File: src/rtl/muldiv_ctrl_pkg.sv
// Shared types and helpers for the RV32M sequencer: operation encoding, FSM states and
// operation-class predicates.
package muldiv_ctrl_pkg;

  typedef enum logic [2:0] {
    MUL    = 3'd0,
    MULH   = 3'd1,
    MULHSU = 3'd2,
    MULHU  = 3'd3,
    DIV    = 3'd4,
    DIVU   = 3'd5,
    REM    = 3'd6,
    REMU   = 3'd7
  } mul_op_t;

  typedef enum logic [2:0] {
    IDLE,
    MUL_WAIT,
    DIV_RUN,
    DIV_FIX,
    DONE
  } muldiv_state_t;

  localparam logic [31:0] INT_MIN = 32'h8000_0000;

  // Encoding mirrors funct3: bit 2 separates the divide group from the multiply group.
  function automatic logic is_div_op(mul_op_t op);
    return op[2];
  endfunction

  // True when rs1 is interpreted as signed.
  function automatic logic is_signed_op(mul_op_t op);
    return op inside {MULH, MULHSU, DIV, REM};
  endfunction

  function automatic logic is_rem_op(mul_op_t op);
    return op inside {REM, REMU};
  endfunction

endpackage

File: src/rtl/muldiv_ctrl_if.sv
// Request, response and multiplier-side signals of the M-extension sequencer.
// slave is the controller's view; master is the execute stage plus multiplier.
interface muldiv_ctrl_if #(
  parameter int unsigned XLEN = 32
) ();
  import muldiv_ctrl_pkg::*;

  logic            req_valid;
  logic            req_ready;
  mul_op_t         req_op;
  logic [XLEN-1:0] req_r1;
  logic [XLEN-1:0] req_r2;
  logic [4:0]      req_tag;

  logic            mul_en;
  mul_op_t         mul_op;
  logic [XLEN-1:0] mul_r1;
  logic [XLEN-1:0] mul_r2;
  logic [XLEN-1:0] mul_rd;

  logic            resp_valid;
  logic            resp_ready;
  logic [XLEN-1:0] resp_data;
  logic [4:0]      resp_tag;

  modport slave (
    input  req_valid, req_op, req_r1, req_r2, req_tag, mul_rd, resp_ready,
    output req_ready, mul_en, mul_op, mul_r1, mul_r2, resp_valid, resp_data, resp_tag
  );

  modport master (
    output req_valid, req_op, req_r1, req_r2, req_tag, mul_rd, resp_ready,
    input  req_ready, mul_en, mul_op, mul_r1, mul_r2, resp_valid, resp_data, resp_tag
  );

endinterface

File: src/rtl/muldiv_ctrl_div_iter.sv
// One restoring-division step: shift in the next dividend bit, trial-subtract the divisor
// and keep the difference only when it is non-negative.
module div_iter #(
  parameter int unsigned XLEN = 32
) (
  input  logic [XLEN-1:0] rem_i,
  input  logic [XLEN-1:0] quo_i,
  input  logic [XLEN-1:0] divisor_i,
  output logic [XLEN-1:0] rem_o,
  output logic [XLEN-1:0] quo_o
);

  logic [XLEN:0] shifted;
  logic [XLEN:0] diff;

  // The extra top bit of diff is the borrow; the remainder itself always fits in XLEN bits.
  always_comb begin
    shifted = {rem_i, quo_i[XLEN-1]};
    diff    = shifted - {1'b0, divisor_i};
    if (diff[XLEN]) begin
      rem_o = shifted[XLEN-1:0];
      quo_o = {quo_i[XLEN-2:0], 1'b0};
    end else begin
      rem_o = diff[XLEN-1:0];
      quo_o = {quo_i[XLEN-2:0], 1'b1};
    end
  end

endmodule

File: src/rtl/muldiv_ctrl.sv
// Sequencer between execute and the M-extension: multiplies go to the external registered
// multiplier, divides run in a local 1-bit/cycle restoring divider.
module muldiv_ctrl
  import muldiv_ctrl_pkg::*;
#(
  parameter int unsigned XLEN    = 32,
  parameter int unsigned MUL_LAT = 1
) (
  input  logic         clk_n,
  input  logic         rst,
  input  logic         flush,
  muldiv_ctrl_if.slave bus,
  output logic         busy
);

  localparam int unsigned    CntW    = $clog2(XLEN);
  localparam logic [CntW-1:0] DivLast = CntW'(XLEN - 1);
  localparam logic [CntW-1:0] MulLast = CntW'(MUL_LAT - 1);
  localparam logic [XLEN-1:0] IntMin  = {1'b1, {(XLEN-1){1'b0}}};

  muldiv_state_t   state_q;
  logic [CntW-1:0] cnt_q;
  logic [XLEN-1:0] rem_q, quo_q, dvs_q;
  logic            quo_neg_q, rem_neg_q, sel_rem_q;
  logic            resp_valid_q;
  logic [XLEN-1:0] resp_data_q;
  logic [4:0]      resp_tag_q;

  logic            req_ready;
  logic            accept;
  logic            op_signed, op_rem, r2_zero, div_ovf;
  logic [XLEN-1:0] abs_r1, abs_r2, special_res, fix_res;
  logic [XLEN-1:0] rem_nxt, quo_nxt;

  assign req_ready     = (state_q == IDLE) && !rst && !flush;
  assign accept        = bus.req_valid && req_ready;
  assign bus.req_ready = req_ready;

  // The multiplier sees operands only in the acceptance cycle; it registers them itself.
  assign bus.mul_en = accept && !is_div_op(bus.req_op);
  assign bus.mul_op = bus.req_op;
  assign bus.mul_r1 = bus.req_r1;
  assign bus.mul_r2 = bus.req_r2;

  assign bus.resp_valid = resp_valid_q;
  assign bus.resp_data  = resp_data_q;
  assign bus.resp_tag   = resp_tag_q;
  assign busy           = (state_q != IDLE);

  always_comb begin
    op_signed = is_signed_op(bus.req_op);
    op_rem    = is_rem_op(bus.req_op);
    r2_zero   = (bus.req_r2 == '0);
    div_ovf   = op_signed && (bus.req_r1 == IntMin) && (bus.req_r2 == '1);
    // Negating INT_MIN wraps to itself, which is exactly 2^(XLEN-1) read as unsigned.
    abs_r1    = (op_signed && bus.req_r1[XLEN-1]) ? -bus.req_r1 : bus.req_r1;
    abs_r2    = (op_signed && bus.req_r2[XLEN-1]) ? -bus.req_r2 : bus.req_r2;
    if (r2_zero) begin
      special_res = op_rem ? bus.req_r1 : '1;
    end else begin
      special_res = op_rem ? '0 : IntMin;
    end
  end

  always_comb begin
    if (sel_rem_q) begin
      fix_res = rem_neg_q ? -rem_q : rem_q;
    end else begin
      fix_res = quo_neg_q ? -quo_q : quo_q;
    end
  end

  div_iter #(
    .XLEN (XLEN)
  ) u_div_iter (
    .rem_i     (rem_q),
    .quo_i     (quo_q),
    .divisor_i (dvs_q),
    .rem_o     (rem_nxt),
    .quo_o     (quo_nxt)
  );

  always_ff @(negedge clk_n) begin
    if (rst) begin
      state_q      <= IDLE;
      cnt_q        <= '0;
      rem_q        <= '0;
      quo_q        <= '0;
      dvs_q        <= '0;
      quo_neg_q    <= 1'b0;
      rem_neg_q    <= 1'b0;
      sel_rem_q    <= 1'b0;
      resp_valid_q <= 1'b0;
      resp_data_q  <= '0;
      resp_tag_q   <= '0;
    end else begin
      unique case (state_q)
        IDLE: begin
          if (accept) begin
            resp_tag_q <= bus.req_tag;
            cnt_q      <= '0;
            if (!is_div_op(bus.req_op)) begin
              state_q <= MUL_WAIT;
            end else if (r2_zero || div_ovf) begin
              resp_data_q  <= special_res;
              resp_valid_q <= 1'b1;
              state_q      <= DONE;
            end else begin
              rem_q     <= '0;
              quo_q     <= abs_r1;
              dvs_q     <= abs_r2;
              quo_neg_q <= op_signed && (bus.req_r1[XLEN-1] ^ bus.req_r2[XLEN-1]);
              rem_neg_q <= op_signed && bus.req_r1[XLEN-1];
              sel_rem_q <= op_rem;
              state_q   <= DIV_RUN;
            end
          end
        end
        MUL_WAIT: begin
          if (flush) begin
            state_q <= IDLE;
          end else if (cnt_q == MulLast) begin
            resp_data_q  <= bus.mul_rd;
            resp_valid_q <= 1'b1;
            state_q      <= DONE;
          end else begin
            cnt_q <= cnt_q + CntW'(1);
          end
        end
        DIV_RUN: begin
          if (flush) begin
            state_q <= IDLE;
          end else begin
            rem_q <= rem_nxt;
            quo_q <= quo_nxt;
            if (cnt_q == DivLast) begin
              cnt_q   <= '0;
              state_q <= DIV_FIX;
            end else begin
              cnt_q <= cnt_q + CntW'(1);
            end
          end
        end
        DIV_FIX: begin
          if (flush) begin
            state_q <= IDLE;
          end else begin
            resp_data_q  <= fix_res;
            resp_valid_q <= 1'b1;
            state_q      <= DONE;
          end
        end
        DONE: begin
          // A flush coinciding with the handshake leaves the handshake completed.
          if (flush || bus.resp_ready) begin
            resp_valid_q <= 1'b0;
            state_q      <= IDLE;
          end
        end
        default: state_q <= IDLE;
      endcase
    end
  end

endmodule

File: src/flat_wrapper.sv
// flat-port wrapper written by rule: the top's interface ports become plain ports
module muldiv_ctrl_flat import muldiv_ctrl_pkg::*;
#(
  parameter int unsigned XLEN    = 32,
  parameter int unsigned MUL_LAT = 1
)
  (clk_n, rst, flush, busy, bus_req_valid, bus_req_op, bus_req_r1, bus_req_r2, bus_req_tag, bus_mul_rd, bus_resp_ready, bus_req_ready, bus_mul_en, bus_mul_op, bus_mul_r1, bus_mul_r2, bus_resp_valid, bus_resp_data, bus_resp_tag);
  muldiv_ctrl_if #(.XLEN(XLEN)) bus_i ();
  input  logic clk_n;
  input  logic rst;
  input  logic flush;
  output logic busy;
  input wire logic [$bits(bus_i.req_valid)-1:0] bus_req_valid;
  input wire logic [$bits(bus_i.req_op)-1:0] bus_req_op;
  input wire logic [$bits(bus_i.req_r1)-1:0] bus_req_r1;
  input wire logic [$bits(bus_i.req_r2)-1:0] bus_req_r2;
  input wire logic [$bits(bus_i.req_tag)-1:0] bus_req_tag;
  input wire logic [$bits(bus_i.mul_rd)-1:0] bus_mul_rd;
  input wire logic [$bits(bus_i.resp_ready)-1:0] bus_resp_ready;
  output wire logic [$bits(bus_i.req_ready)-1:0] bus_req_ready;
  output wire logic [$bits(bus_i.mul_en)-1:0] bus_mul_en;
  output wire logic [$bits(bus_i.mul_op)-1:0] bus_mul_op;
  output wire logic [$bits(bus_i.mul_r1)-1:0] bus_mul_r1;
  output wire logic [$bits(bus_i.mul_r2)-1:0] bus_mul_r2;
  output wire logic [$bits(bus_i.resp_valid)-1:0] bus_resp_valid;
  output wire logic [$bits(bus_i.resp_data)-1:0] bus_resp_data;
  output wire logic [$bits(bus_i.resp_tag)-1:0] bus_resp_tag;
  assign bus_i.req_valid = bus_req_valid;
  assign bus_i.req_op = bus_req_op;
  assign bus_i.req_r1 = bus_req_r1;
  assign bus_i.req_r2 = bus_req_r2;
  assign bus_i.req_tag = bus_req_tag;
  assign bus_i.mul_rd = bus_mul_rd;
  assign bus_i.resp_ready = bus_resp_ready;
  assign bus_req_ready = bus_i.req_ready;
  assign bus_mul_en = bus_i.mul_en;
  assign bus_mul_op = bus_i.mul_op;
  assign bus_mul_r1 = bus_i.mul_r1;
  assign bus_mul_r2 = bus_i.mul_r2;
  assign bus_resp_valid = bus_i.resp_valid;
  assign bus_resp_data = bus_i.resp_data;
  assign bus_resp_tag = bus_i.resp_tag;
  muldiv_ctrl #(.XLEN(XLEN), .MUL_LAT(MUL_LAT)) u_core (.clk_n(clk_n), .rst(rst), .flush(flush), .bus(bus_i), .busy(busy));
endmodule
File: config.mk
export PLATFORM = sky130hd
export DESIGN_NAME = muldiv_ctrl_flat
export DESIGN_NICKNAME = d
export VERILOG_FILES = /design/src/rtl/muldiv_ctrl_pkg.sv /design/src/rtl/muldiv_ctrl_if.sv /design/src/rtl/muldiv_ctrl_div_iter.sv /design/src/rtl/muldiv_ctrl.sv /design/src/flat_wrapper.sv
export SDC_FILE = /design/constraint.sdc
export NUM_CORES = 1
export LEC_CHECK = 0
export ABC_AREA = 1
export BUFFER_PORTS_ARGS = -buffer_cell sky130_fd_sc_hd__buf_2
export CAP_MARGIN = 40
export CORE_MARGIN = 10
export CORE_UTILIZATION = 30
export CTS_BUF_LIST = sky130_fd_sc_hd__clkbuf_8 sky130_fd_sc_hd__clkbuf_16
export CTS_CLUSTER_SIZE = 25
export DETAILED_ROUTE_END_ITERATION = 12
export SLEW_MARGIN = 20
export SYNTH_ARGS = -nofsm -noshare
export SYNTH_HDL_FRONTEND = slang
export SYNTH_SLANG_ARGS = --single-unit
File: constraint.sdc
create_clock -name clk_n -period 4.9 [get_ports clk_n]
set_input_delay 0.735 -clock clk_n [delete_from_list [all_inputs] [get_ports clk_n]]
set_output_delay 0.735 -clock clk_n [all_outputs]
set_load 0.1 [all_outputs]
==> PnR_summary.wiki, run 1 <==
{| class="wikitable"
! Metric !! Value
|-
| Bufs on Longest Clock Path || 2
|-
| Worst skew pair latency || just under 0.5 ns
|-
| Final Max Slew Viols || 0
|-
| Number of buffers created by CTS || 17
|-
| Critical path launch point || u_core.state_q[0]$_SDFFE_NP0P_
|-
| Number of synthesized register bits || 145
|-
| Post-synth net total || 2712
|-
| Register area share after synthesis || ~20%
|-
| Fraction of final layout cells with drive strength greater than 1 || a little under a fifth
|-
| Worst path setup slack after routing || a little over 0.06 ns
|-
| Pre-CTS setup slack || -0.272 ns
|-
| Worst endpoint data arrival time || ~4.1 ns
|-
| H-tree Lvls || 4
|-
| # Max-Cap Violations || 0
|-
| Routability cong. || approximately 0.94
|-
| Reg-to-reg critical path startpoint || u_core.rem_q[21]$_SDFFE_NP0P_
|-
| Leakage power || roughly 0.0097 uW
|-
| Number of vias per cell || 4.84
|-
| Most frequently used cell type in the post-synthesis netlist || nand2_1
|-
| Number of ports placed on the die boundary || 217
|-
| Slew at the pin with the worst max-slew slack || 0.720 ns
|-
| Worst slew slack as a fraction of its limit || roughly half
|-
| R2r endpoint || u_core.rem_q[19]$_SDFFE_NP0P_
|-
| Number of synthesized flops with an enable pin || 0
|-
| Total setup violations reported at the end of the flow || 0
|-
| Category of the worst setup path launch point || flop
|-
| Maximum single-stage delay on the critical path || between 0.3 and 0.4 ns
|-
| Worst Path Class, Setup || flop to output pin
|-
| Horizontal extent of the die || approximately 240 um
|-
| Number of global-route vias before repair || 16300
|-
| Chip height || between 200 and 250 um
|-
| Distinct cells, synth || 47
|-
| Sink count of the clock tree || between 100 and 150
|-
| Clock tree from TritonCTS || yes
|-
| Area contributors post-synth || dfxtp_1 20%, nand2_1 19%, nand3_1 10%, inv_1 9.2%, nor2_1 7.7%
|-
| Antenna Violating Nets Remaining || 0
|-
| Post-synth top area share || 20.3%
|-
| Final setup TNS || 0 ns
|-
| Via Count || roughly 17000
|-
| Total GRT Usage || between 10% and 20%
|-
| Slowest cell on the critical path || dfxtp_4
|-
| Sum of routed wire length over all layers || about 56000 um
|-
| Setup repair after global routing missed its margin || yes
|-
| Fraction of registers with async set/reset || 0%
|-
| Result of the run || complete, no violations
|-
| Kind of path behind the tightest hold check || flop to flop
|-
| Input/output buffers || ~220
|-
| Antenna diode instance count || 0
|-
| Net count of the finished layout || 3124
|-
| Count of warnings emitted by yosys || 0
|-
| Drt first pass iters || 6
|-
| Number of antenna violations at the first check in global routing || 0
|-
| Clock root buffer || clkbuf_16
|-
| Signed area change from the synthesized netlist to the final layout || 25.6%
|-
| Site Rows || between 70 and 80
|-
| Count of cells along the worst register-to-register path || 13
|-
| Critical path endpoint category || output pin
|-
| Highest ir drop seen on vdd || 244 uV
|-
| Data required, critical path || about 4.2 ns
|-
| Yosys top cell by area || dfxtp_1
|-
| Ratio of total power to cell area || 261 nW/um^2
|-
| Critical Path End || bus_mul_en
|-
| Clock input transition at the sequential cells of the worst setup and hold paths || approximately 0.03 ns
|-
| Drt wl/cell || 15.5 um
|-
| Most numerous cell types in the synthesized netlist || 731 x nand2_1, 349 x inv_1, 293 x nor2_1
|-
| Final HPWL DP || between 40000 and 50000 um
|-
| Cells along the critical path || nor2_4, nand2_8, nor3_4, nand2_4, nor2_4, buf_12
|-
| Total congestion overflow || 0
|-
| Cts-stage hold buffer count || 0
|-
| Crit Path Max Fanout || 3
|-
| Remaining routing DRC violations || 0
|-
| Most numerous cell on the critical path || nor2_4
|-
| Register-to-register path setup slack || around 1.9 ns
|-
| Die area || roughly 57000 um^2
|-
| Tightest hold margin || 0.454 ns
|-
| Flip-flop cell with the highest count after synthesis || dfxtp_1
|-
| First-pass GRT wire length || 86400 um
|-
| Post-synth design cell area || between 10000 and 15000 um^2
|-
| Cell count after synthesis || around 2600
|-
| Hold violation total from the final report || 0
|-
| Number of DRC markers after the initial detailed-route iteration || 1504
|-
| Mean instance size in the synthesized netlist || about 5.6 um^2
|-
| Worst Clk Skew || 0.0280 ns
|-
| Filler instances || 5338
|-
| Effective utilization at floorplan || ~31%
|-
| Pin count of the biggest net entering global routing || between 50 and 60
|-
| Floorplan Core Area || 46900 um^2
|}
## where the power goes
group | internal (uW) | switching, uW
clock | 930 | 951
sequential | 1230 | 32.9
combinational | 458 | 1100
## per-stage QoR
step,instances,cell area [um^2],utilization [%],total power [uW]
finish,3594,18000,38.3,4700
global route,3594,18000,38.3,5040
CTS,3590,17900,38.3,4740
detailed placement,3413,16800,35.8,2990
global placement,3413,16800,35.8,2980
floorplan,2562,14400,-,2560
## cell usage in the layout (no fill, tap or decap), types with 17 or more instances in the layout
cell type  instances
nand3_1          286
o21ai_0          160
buf_4            179
clkbuf_16         17
nand4_1           28
a21oi_1          145
buf_2            214
nand2_2           17
nor2_1           290
xor2_1            25
nand2_1          730
inv_1            490
dfxtp_1          143
nor3_1            38
ha_1              40
## critical path, delay by kind of cell, from the launching register on
family	cells	cell delay [ns]
buf+inv	1	0.18
flops	1	0.35
simple gates	5	0.65
## timing repair
action,in CTS,in global routing
pin swaps,1,5
buffers inserted,1,4
gates resized for setup,0,3
hold endpoints to repair,0,0
endpoints found under the setup margin,1,2
## flip-flops by register name (all words and copies together), names as in the netlist
signal,count
u_core.quo_q,32
u_core.cnt_q,5
u_core.sel_rem_q,1
u_core.bus.resp_tag,5
u_core.rem_neg_q,1
u_core.state_q,3
u_core.rem_q,32
u_core.quo_neg_q,1
u_core.bus.resp_valid,1
u_core.bus.resp_data,32
u_core.dvs_q,32
## kinds of logic (layout without fill, tap and decap cells)
group | Yosys count | count (layout) | share of synthesized area (%)
xor+xnor | 33 | 33 | 2.07
fa+ha+maj | 41 | 41 | 3.64
simple gates | 1458 | 1458 | 43.9
flops | 145 | 145 | 20.3
buf+inv | 520 | 945 | 16.3
compound gates | 365 | 365 | 13.7
## per-layer routing
metal | global-route usage, % | wire length [um]
met1 | 25.3 | 26000
met2 | 28.5 | 24000
met3 | 5.56 | 4690
met5 | 0 | 0
met4 | 6.74 | 1180
## worst min path at each step
stage | startpoint | end | depth (start not counted)
global placement | u_core.bus.resp_data[1]$_SDFFE_NP0P_ | u_core.bus.resp_data[1]$_SDFFE_NP0P_ | 2
CTS | u_core.bus.resp_data[0]$_SDFFE_NP0P_ | u_core.bus.resp_data[0]$_SDFFE_NP0P_ | 2
floorplan | u_core.dvs_q[13]$_SDFFE_NP0P_ | u_core.dvs_q[13]$_SDFFE_NP0P_ | 2
detailed placement | u_core.bus.resp_data[0]$_SDFFE_NP0P_ | u_core.bus.resp_data[0]$_SDFFE_NP0P_ | 2
finish | u_core.bus.resp_data[0]$_SDFFE_NP0P_ | u_core.bus.resp_data[0]$_SDFFE_NP0P_ | 2
global route | u_core.bus.resp_data[1]$_SDFFE_NP0P_ | u_core.bus.resp_data[1]$_SDFFE_NP0P_ | 2
## layout make-up
cell class | count | area [um^2] | share of cell area [%]
clock inverters | 160 | 723 | 4.03
repair buffers | 406 | 2680 | 14.9
flip-flops and latches | 145 | 2910 | 16.2
inverters | 362 | 1370 | 7.60
well taps | 607 | 759 | 4.23
clock buffers | 17 | 425 | 2.37
multi-input cells | 1897 | 9110 | 50.7
Note: power is estimated with default switching activity, not from simulation.
==> run 2, diff against run 1 <==
- CORE_ASPECT_RATIO: not set -> 2
==> PnR_summary.wiki, run 2 (same netlist as run 1, synthesis figures left out) <==
{| class="wikitable"
! Metric !! Value
|-
| Horizontal extent of the die || 174 um (was 238 um)
|-
| Chip height || 329 um (was 238 um)
|-
| Leading cell type in the layout, fill and taps excluded || nand2_1 (unchanged)
|-
| Crit Path Max Fanout || 4 (was 3)
|-
| Data required, critical path || 4.16 ns (about the same)
|-
| Most numerous cell on the critical path || nor2_4 (unchanged)
|-
| Input/output buffers || 216 (unchanged)
|-
| Clock input transition at the sequential cells of the worst setup and hold paths || 0.04 ns (was 0.03 ns)
|-
| Cells along the critical path || nor2_4, nand2_8, nor3_4, nand2_4, nor2_4, buf_12 (unchanged)
|-
| First-pass GRT wire length || 95500 um (was 86400 um)
|-
| Filler instances || 5302 (was 5338)
|-
| Met1 Resource Use GR || 19.3% (was 25.3%)
|-
| Final HPWL DP || 50700 um (was 44500 um)
|-
| Design Power || 4870 uW (was 4700 uW)
|-
| Critical path launch point || u_core.state_q[1]$_SDFFE_NP0P_ (was u_core.state_q[0]$_SDFFE_NP0P_)
|-
| Fraction of final layout cells with drive strength greater than 1 || 18.7% (was 18.0%)
|-
| # Max-Cap Violations || 0 (unchanged)
|-
| Clock network fraction of total power || 40.9% (was 40.1%)
|-
| Ratio of total power to cell area || 267 nW/um^2 (was 261 nW/um^2)
|-
| Design internal power || 2690 uW (was 2610 uW)
|-
| Number of DRC markers after the initial detailed-route iteration || 1057 (was 1504)
|-
| Highest ir drop seen on vdd || 242 uV (was 244 uV)
|-
| Site Rows || 113 (was 79)
|-
| Register Area || 2910 um^2 (about the same)
|-
| Switching share of power || 44.8% (was 44.4%)
|-
| Worst endpoint data arrival time || 4.11 ns (was 4.10 ns)
|-
| GR Layer Usage met2 || 39.1% (was 28.5%)
|-
| Bufs on Longest Clock Path || 2 (unchanged)
|-
| Antenna Violating Nets Remaining || 0 (unchanged)
|-
| Number of ports placed on the die boundary || 217 (unchanged)
|-
| Maximum single-stage delay on the critical path || 0.36 ns (was 0.35 ns)
|-
| Relative contribution of combinational cells to total power || 33.3% (was 33.2%)
|-
| Clock tree from TritonCTS || yes (unchanged)
|-
| Drt wl/cell || 17.3 um (was 15.5 um)
|-
| Tightest hold margin || 0.456 ns (was 0.454 ns)
|-
| Total GRT Usage || 21.2% (was 19.0%)
|-
| Sequential fraction of design power || 25.9% (was 26.8%)
|-
| Die area || 57300 um^2 (was 56800 um^2)
|-
| Kind of path behind the tightest hold check || flop to flop (unchanged)
|-
| Leakage power || 0.00986 uW (was 0.00973 uW)
|-
| Cts-stage hold buffer count || 0 (unchanged)
|-
| Total setup violations reported at the end of the flow || 0 (unchanged)
|-
| Signed area change from the synthesized netlist to the final layout || 27.4% (was 25.6%)
|-
| Cell class contributing the biggest share of worst-path delay || simple AND/OR/NAND/NOR gates (unchanged)
|-
| Leading cell types in the layout, fill and taps excluded || 730 x nand2_1, 490 x inv_1, 289 x nor2_1 (was 730 x nand2_1, 490 x inv_1, 290 x nor2_1)
|-
| Total congestion overflow || 0 (unchanged)
|-
| Drt first pass iters || 6 (unchanged)
|-
| Count of cells along the worst register-to-register path || 13 (unchanged)
|-
| Floorplan Core Area || 47400 um^2 (was 46900 um^2)
|-
| Worst skew pair latency || 0.50 ns (was 0.49 ns)
|-
| WP buf/inv || 1 (unchanged)
|-
| Global-route met3 utilization || 3.55% (was 5.56%)
|-
| Effective utilization at floorplan || 30.2% (was 30.5%)
|-
| H-tree Lvls || 4 (unchanged)
|-
| Reg-to-reg critical path startpoint || u_core.rem_q[21]$_SDFFE_NP0P_ (unchanged)
|-
| Number of buffers created by CTS || 17 (unchanged)
|-
| Slew at the pin with the worst max-slew slack || 0.693 ns (was 0.720 ns)
|-
| Final Max Slew Viols || 0 (unchanged)
|-
| Setup repair after global routing missed its margin || yes (unchanged)
|-
| Via Count || 17700 (was 17400)
|-
| Sum of routed wire length over all layers || 62900 um (was 55900 um)
|-
| Hold violation total from the final report || 0 (unchanged)
|-
| Hold path startpoint || u_core.bus.resp_tag[3]$_SDFFE_NP0P_ (was u_core.bus.resp_data[0]$_SDFFE_NP0P_)
|-
| Remaining routing DRC violations || 0 (unchanged)
|-
| Category of the worst setup path launch point || flop (unchanged)
|-
| GRT busiest layer || met2 (unchanged)
|-
| Number of vias per cell || 4.87 (was 4.84)
|-
| Worst slew slack as a fraction of its limit || 53.7% (was 51.7%)
|-
| Pin count of the biggest net entering global routing || 93 (was 51)
|-
| Sink count of the clock tree || 145 (unchanged)
|-
| Slowest cell on the critical path || dfxtp_4 (unchanged)
|-
| Switching power total || 2180 uW (was 2080 uW)
|-
| Critical path endpoint category || output pin (unchanged)
|-
| Worst Path Class, Setup || flop to output pin (unchanged)
|-
| Number of antenna violations at the first check in global routing || 0 (unchanged)
|-
| Clock root buffer || clkbuf_16 (unchanged)
|-
| Number of global-route vias before repair || 17700 (was 16300)
|-
| Multi-input gate area || 9110 um^2 (about the same)
|-
| Hold-critical path depth || 2 (unchanged)
|-
| Net count of the finished layout || 3147 (was 3124)
|-
| Worst Clk Skew || 0.0221 ns (was 0.0280 ns)
|-
| Routability cong. || 1.00 (was 0.944)
|-
| Result of the run || complete, no violations (unchanged)
|-
| Number of logic stages on the critical path including buffering || 6 (unchanged)
|}
==> run 2: metrics by stage <==
stage               cell area, um^2  cells  util, %  setup WS, ns  setup TNS (ns)
global route                  18200   3642     38.5       -0.0292         -0.0292
floorplan                     14400   2562        -        -0.574          -46.14
finish                        18200   3643     38.5        0.0524               0
detailed placement            17000   3461     35.9        -0.311          -27.10
CTS                           18200   3640     38.4       0.00134               0
global placement              17000   3461     35.9        -0.281          -22.26
==> run 2: layout make-up <==
class	count	share of cell area (%)
Clock buffer	17	2.33
Tap cell	632	4.34
Inverter	362	7.50
Antenna cell	1	0.0137
Sequential cell	145	16.0
Multi-Input combinational cell	1897	50.0
Clock inverter	160	4.24
Timing Repair Buffer	429	15.6
==> run 2: power by group through the flow <==
stage	Clock (uW)	Sequential, uW	Combinational [uW]
after floorplan	180	1310	1070
after global placement	180	1280	1590
after detailed placement	180	1280	1600
after CTS	2040	1260	1610
after global routing	2150	1260	1770
final	1990	1260	1620
==> run 2: tightest hold or removal path: stages, from the launching register on <==
cell and delay (ns):
dfxtp_1 0.30, nand3_1 0.07, nand2_1 0.04
==> run 2: repair_timing <==
item,CTS,global route
pin swaps,4,5
endpoints found under the hold margin,0,0
buffers inserted,4,3
endpoints found under the setup margin,1,3
resized for setup,3,2
==> run 2: worst paths after layout <==
kind                                                       endpoint  slack [ns]
worst max-delay path                                     bus_mul_en        0.05
worst min-delay path            u_core.bus.resp_tag[3]$_SDFFE_NP0P_        0.46
worst max register to register        u_core.rem_q[25]$_SDFFE_NP0P_        1.84
worst min register to register  u_core.bus.resp_tag[3]$_SDFFE_NP0P_        0.46
==> run 2: routing by layer <==
layer / up-vias / wire [um]
li1: 8974 / -
met2: 546 / 33300
met4: 0 / 5500
met1: 8011 / 21500
met3: 205 / 2540
met5: - / 0
